--- src/rtl/ap_seq_pkg.sv ---
// Shared types and pass tables for the bit-serial add/sub sequencer.
package ap_seq_pkg;

    typedef enum logic [2:0] {
        IDLE = 3'd0,
        CLR  = 3'd1,
        CMP  = 3'd2,
        WR   = 3'd3,
        DONE = 3'd4
    } state_t;

    localparam logic OP_ADD = 1'b0;
    localparam logic OP_SUB = 1'b1;

    localparam int PASS_NUM = 4;

    typedef struct packed {
        logic [2:0] key;  // {A,B,C}
        logic [1:0] val;  // {B,C}
    } pass_t;

    // Execution order matters: a row rewritten by one pass must not match a later key.
    localparam pass_t [0:PASS_NUM-1] ADD_TABLE = '{
        '{key: 3'b110, val: 2'b01},
        '{key: 3'b100, val: 2'b10},
        '{key: 3'b001, val: 2'b10},
        '{key: 3'b011, val: 2'b01}
    };

    localparam pass_t [0:PASS_NUM-1] SUB_TABLE = '{
        '{key: 3'b011, val: 2'b00},
        '{key: 3'b001, val: 2'b11},
        '{key: 3'b100, val: 2'b11},
        '{key: 3'b110, val: 2'b00}
    };

endpackage

--- src/rtl/ap_pass_rom.sv ---
// Combinational pass-table lookup: (op, pass) -> compare key and write value.
module ap_pass_rom
    import ap_seq_pkg::*;
(
    input  logic       op,
    input  logic [1:0] pass,
    output pass_t      entry
);

    always_comb begin
        entry = (op == OP_SUB) ? SUB_TABLE[pass] : ADD_TABLE[pass];
    end

endmodule

--- src/rtl/ap_arith_seq.sv ---
// Bit-serial ADD/SUB compare/write sequencer for the associative array.
// Optional AP_SEQ_PERF_EN adds a saturating completed-operation counter (op_count).
module ap_arith_seq
    import ap_seq_pkg::*;
#(
    parameter int DATA_WIDTH = 16,
    parameter int IDX_W      = $clog2(DATA_WIDTH)
) (
    input  logic             clk,
    input  logic             rst,
    input  logic             start,
    input  logic             op,
    input  logic             abort,
    output logic             busy,
    output logic             done,
    output logic [IDX_W-1:0] bit_idx,
    output logic             cmp_en,
    output logic [2:0]       cmp_key,
    output logic             wr_en,
    output logic             wr_all,
    output logic [1:0]       wr_val
`ifdef AP_SEQ_PERF_EN
    ,
    output logic [15:0]      op_count
`endif
);

    localparam logic [IDX_W-1:0] LAST_IDX  = IDX_W'(DATA_WIDTH - 1);
    localparam logic [1:0]       LAST_PASS = 2'(PASS_NUM - 1);

    state_t           state_q, state_d;
    logic [1:0]       pass_q, pass_d;
    logic [IDX_W-1:0] idx_q, idx_d;
    logic             op_q, op_d;
    pass_t            entry_d;

    always_comb begin
        state_d = state_q;
        pass_d  = pass_q;
        idx_d   = idx_q;
        op_d    = op_q;
        case (state_q)
            IDLE: begin
                pass_d = 2'd0;
                idx_d  = '0;
                if (start) begin
                    state_d = CLR;
                    op_d    = op;
                end
            end
            CLR:  state_d = abort ? IDLE : CMP;
            CMP:  state_d = abort ? IDLE : WR;
            WR: begin
                if (abort) begin
                    state_d = IDLE;
                end else if (pass_q != LAST_PASS) begin
                    pass_d  = pass_q + 2'd1;
                    state_d = CMP;
                end else if (idx_q != LAST_IDX) begin
                    pass_d  = 2'd0;
                    idx_d   = idx_q + 1'b1;
                    state_d = CMP;
                end else begin
                    state_d = DONE;
                end
            end
            DONE:    state_d = IDLE;
            default: state_d = IDLE;
        endcase
    end

    // Look up the next pass so the outputs can be registered alongside the state.
    ap_pass_rom u_rom (
        .op   (op_d),
        .pass (pass_d),
        .entry(entry_d)
    );

    always_ff @(posedge clk or posedge rst) begin
        if (rst) begin
            state_q <= IDLE;
            pass_q  <= 2'd0;
            idx_q   <= '0;
            op_q    <= OP_ADD;
            busy    <= 1'b0;
            done    <= 1'b0;
            bit_idx <= '0;
            cmp_en  <= 1'b0;
            cmp_key <= 3'b000;
            wr_en   <= 1'b0;
            wr_all  <= 1'b0;
            wr_val  <= 2'b00;
        end else begin
            state_q <= state_d;
            pass_q  <= pass_d;
            idx_q   <= idx_d;
            op_q    <= op_d;
            busy    <= (state_d == CLR) || (state_d == CMP) || (state_d == WR);
            done    <= (state_d == DONE);
            bit_idx <= ((state_d == CMP) || (state_d == WR)) ? idx_d : '0;
            cmp_en  <= (state_d == CMP);
            cmp_key <= (state_d == CMP) ? entry_d.key : 3'b000;
            wr_en   <= (state_d == CLR) || (state_d == WR);
            wr_all  <= (state_d == CLR);
            wr_val  <= (state_d == WR) ? entry_d.val : 2'b00;
        end
    end

`ifdef AP_SEQ_PERF_EN
    logic [15:0] op_count_q;

    always_ff @(posedge clk or posedge rst) begin
        if (rst) begin
            op_count_q <= 16'h0000;
        end else if ((state_d == DONE) && (op_count_q != 16'hFFFF)) begin
            op_count_q <= op_count_q + 16'h0001;
        end
    end

    assign op_count = op_count_q;
`endif

endmodule

--- config.mk ---
export PLATFORM = sky130hd
export DESIGN_NAME = ap_arith_seq
export DESIGN_NICKNAME = d
export VERILOG_FILES = /design/src/rtl/ap_seq_pkg.sv /design/src/rtl/ap_pass_rom.sv /design/src/rtl/ap_arith_seq.sv
export SDC_FILE = /design/constraint.sdc
export NUM_CORES = 1
export LEC_CHECK = 0
export ABC_CLOCK_PERIOD_IN_PS = 3000
export CORE_MARGIN = 4
export CORE_UTILIZATION = 55
export CTS_BUF_LIST = sky130_fd_sc_hd__clkbuf_2 sky130_fd_sc_hd__clkbuf_4 sky130_fd_sc_hd__clkbuf_8
export CTS_CLUSTER_SIZE = 20
export DETAILED_ROUTE_END_ITERATION = 12
export DONT_BUFFER_PORTS = 1
export MAX_ROUTING_LAYER = met4
export PLACE_DENSITY = 0.7
export SLEW_MARGIN = 20
export SYNTH_ARGS = -nofsm -noshare
export SYNTH_HDL_FRONTEND = slang
export SYNTH_SLANG_ARGS = --single-unit
--- constraint.sdc ---
create_clock -name clk -period 3 [get_ports clk]
set_input_delay 0.6 -clock clk [delete_from_list [all_inputs] [get_ports clk]]
set_output_delay 0.6 -clock clk [all_outputs]
set_load 0.005 [all_outputs]
==> run metrics <==
run status completed; crit path capture type register; Post-DP HPWL around 1300 um; Compound-Gate Fraction of Synth Area 0.0850; Final Cell Area roughly 1100 sq um; Hold WC Path Type primary input to async pin; Finished Core Util 0.622; RR Endpoint wr_val[1]; Worst VDD drop slightly below 0.0003 V; die area between 2000 and 3000 sq um; post-synthesis mux area share 0.0395; Sw Share 0.254; vias after detailed routing 672; Required @ worst endpoint ~3.3 ns; NetSw about 150 uW; H-tree depth 1; Total Nets Final between 100 and 150; PnR Total Power around 590 uW; final setup fails 0; Core Area roughly 1800 sq um; dpl ws 0.974 ns; setup ws final ~1.1 ns; worst-path fanout max 6; Final TNS setup 0 ns; # IOs 19; fin crit period a little under 2 ns; PortBufs 0; CP Launch Type register; Longest Clk Path Bufs 2; area of the mapped netlist roughly 1000 sq um; fmax roughly 0.52 GHz; TritonCTS Buffers 3; Antenna Cells 0; Post-Synth XOR/XNOR Area 0.00838; post-cts resize count 0; part of the power in combinational logic 0.101; internal power 439 uW; layout cell share with drive strength beyond 1 0.104; Netlist cell types 34; area share of fa/ha/maj cells after synthesis 0.0240; initial antenna violation count 0; Setup Fix Bufs, Post-CTS 0; Initial Util 0.592; Top FF cell, synth dfrtp_1; Slew @ Worst Pin approximately 0.87 ns; vias in the first global route 676; cells after synthesis 95; number of synthesized flops with an enable pin 0; share of total power in sequential cells 0.613; Async S/R FF share, synth 1.00; Placement Cell Area 1060 sq um; r2r setup slk roughly 1.1 ns; post-synthesis area per instance ~11 sq um; Post-Synth Simple-Gate Area 0.225; RSZ-0062 raised after global routing false; largest family of logic cells by synthesized area simple AND/OR/NAND/NOR gates; Syn. warnings 0; post-DR vias/cell 5.55; drt drc 0; Worst R2R Start pass_q[0]; Final Skew about 0.0057 ns; first-pass GRT wire length 3130 um; drt pass-1 iters 4; kind of critical path register to register; largest net degree at the start of global routing 25; Final Max Tran Viols 0; final worst-path cycle share 0.646; Rows 15; clk slew on worst S/H paths between 0.1 and 0.15 ns; CTS tree built; DR iter-0 viols 10; clock network fraction of total power 0.287; Layout area overhead 5.03%; RD Place Congestion between 0.7 and 0.8; hold buffers post-CTS 0; routed len/inst roughly 15 um; GRT overflow 0; clock latency on the worst-skew pair 0.32 ns; Worst slew margin 0.419; Lkg Pwr 0.518 nW; Die Span X 51.6 um; clock sink count 24; Max Cap Viol 0; Synth Net Count slightly above 100; PD cells 537 nW/um^2; Seq/Total Area, Yosys 0.575; worst reg-to-reg path cell count 6; worst endpoint data arrival time ~2.2 ns; Hold Violations, Final 0; die extent in y roughly 52 um; WL final about 1800 um; total track usage 0.169; ANT nets after route 0; post-synthesis register bit count 24; Layout fillers 155; CTS root buf clkbuf_4
layout make-up:
class | instances | area, sq um | area share
sequential | 24 | 601 | 0.547
tap | 25 | 31.3 | 0.0285
multi-input combinational | 60 | 399 | 0.364
inverter | 8 | 30.0 | 0.0274
clock buffer | 4 | 36.3 | 0.0331
synthesized netlist by cell type, types with 3 or more instances:
cell type  count  share of area
and2_1         4          0.024
inv_1          8          0.029
nand2_1        6          0.022
mux2i_1        3          0.029
nand3_1        3          0.014
nor2_1         8          0.029
buf_2          3          0.014
nor3_1         3          0.014
dfrtp_1       24           0.57
how the worst max path moves through the flow:
stage               depth (start not counted)   endpoint  slack (ns)  startpoint
finish                                      6  wr_val[1]        1.06   pass_q[0]
global route                                5  wr_val[1]        0.90  state_q[2]
CTS                                         6  wr_val[1]        1.07   pass_q[0]
detailed placement                          5  wr_val[1]        0.97       abort
global placement                            5  wr_val[1]        1.01       abort
floorplan                                   6  wr_val[1]        1.02       abort
power by group through the flow:
| stage | sequential, mW | combinational (mW) | clock [mW] |
|---|---|---|---|
| after floorplan | 0.356 | 0.0571 | 0 |
| after global placement | 0.366 | 0.0574 | 0 |
| after detailed placement | 0.368 | 0.0595 | 0 |
| after CTS | 0.361 | 0.0597 | 0.172 |
| after global routing | 0.365 | 0.0677 | 0.186 |
| final | 0.361 | 0.0594 | 0.169 |
routing by layer:
metal | vias to the layer above | routed length [um] | GRT usage
li1 | 332 | - | -
met1 | 311 | 859 | 0.212
met2 | 23 | 826 | 0.261
met3 | 6 | 89 | 0.0287
met4 | 0 | 46 | 0.0917
met5 | - | 0 | -
sequential cells by signal (all words and copies together), names as in the netlist:
signal   cells
cmp_en       1
state_q      3
pass_q       2
op_q         1
done         1
wr_all       1
wr_en        1
cmp_key      3
idx_q        4
wr_val       2
busy         1
bit_idx      4
cell usage in the layout, fill, tap and decap left out, drive strengths merged, types with 2 or more instances in the layout:
cell type,instances
a211oi,2
a21o,2
and2,5
clkbuf,4
dfrtp,24
ha,2
inv,8
mux2i,3
nand2,6
nand3,3
nand4,2
nor2,8
nor2b,2
nor3,3
nor3b,2
o211ai,2
or2,3
per-stage QoR:
stage,hold slack (ns),std cells
after global routing,0.384,121
after detailed placement,0.533,117
after floorplan,0.487,95
after CTS,0.362,121
final,0.334,121
after global placement,0.507,117
worst max-delay path, stage by stage (launching register included):
cell and delay, ns:
dfrtp_1 0.42, ha_1 0.27, and4_1 0.24, o311ai_1 0.41, and2_4 0.23, xor2_1 0.18, and2_1 0.14
kinds of logic after synthesis:
logic type / Yosys count
AOI/OAI and AO/OA: 12
buffers and inverters: 11
and+or+nand+nor: 41
xor gates and xnor gates: 1
DFF: 24
adders and majority gates: 2
muxes: 4
(Power assumes the default switching activity.)
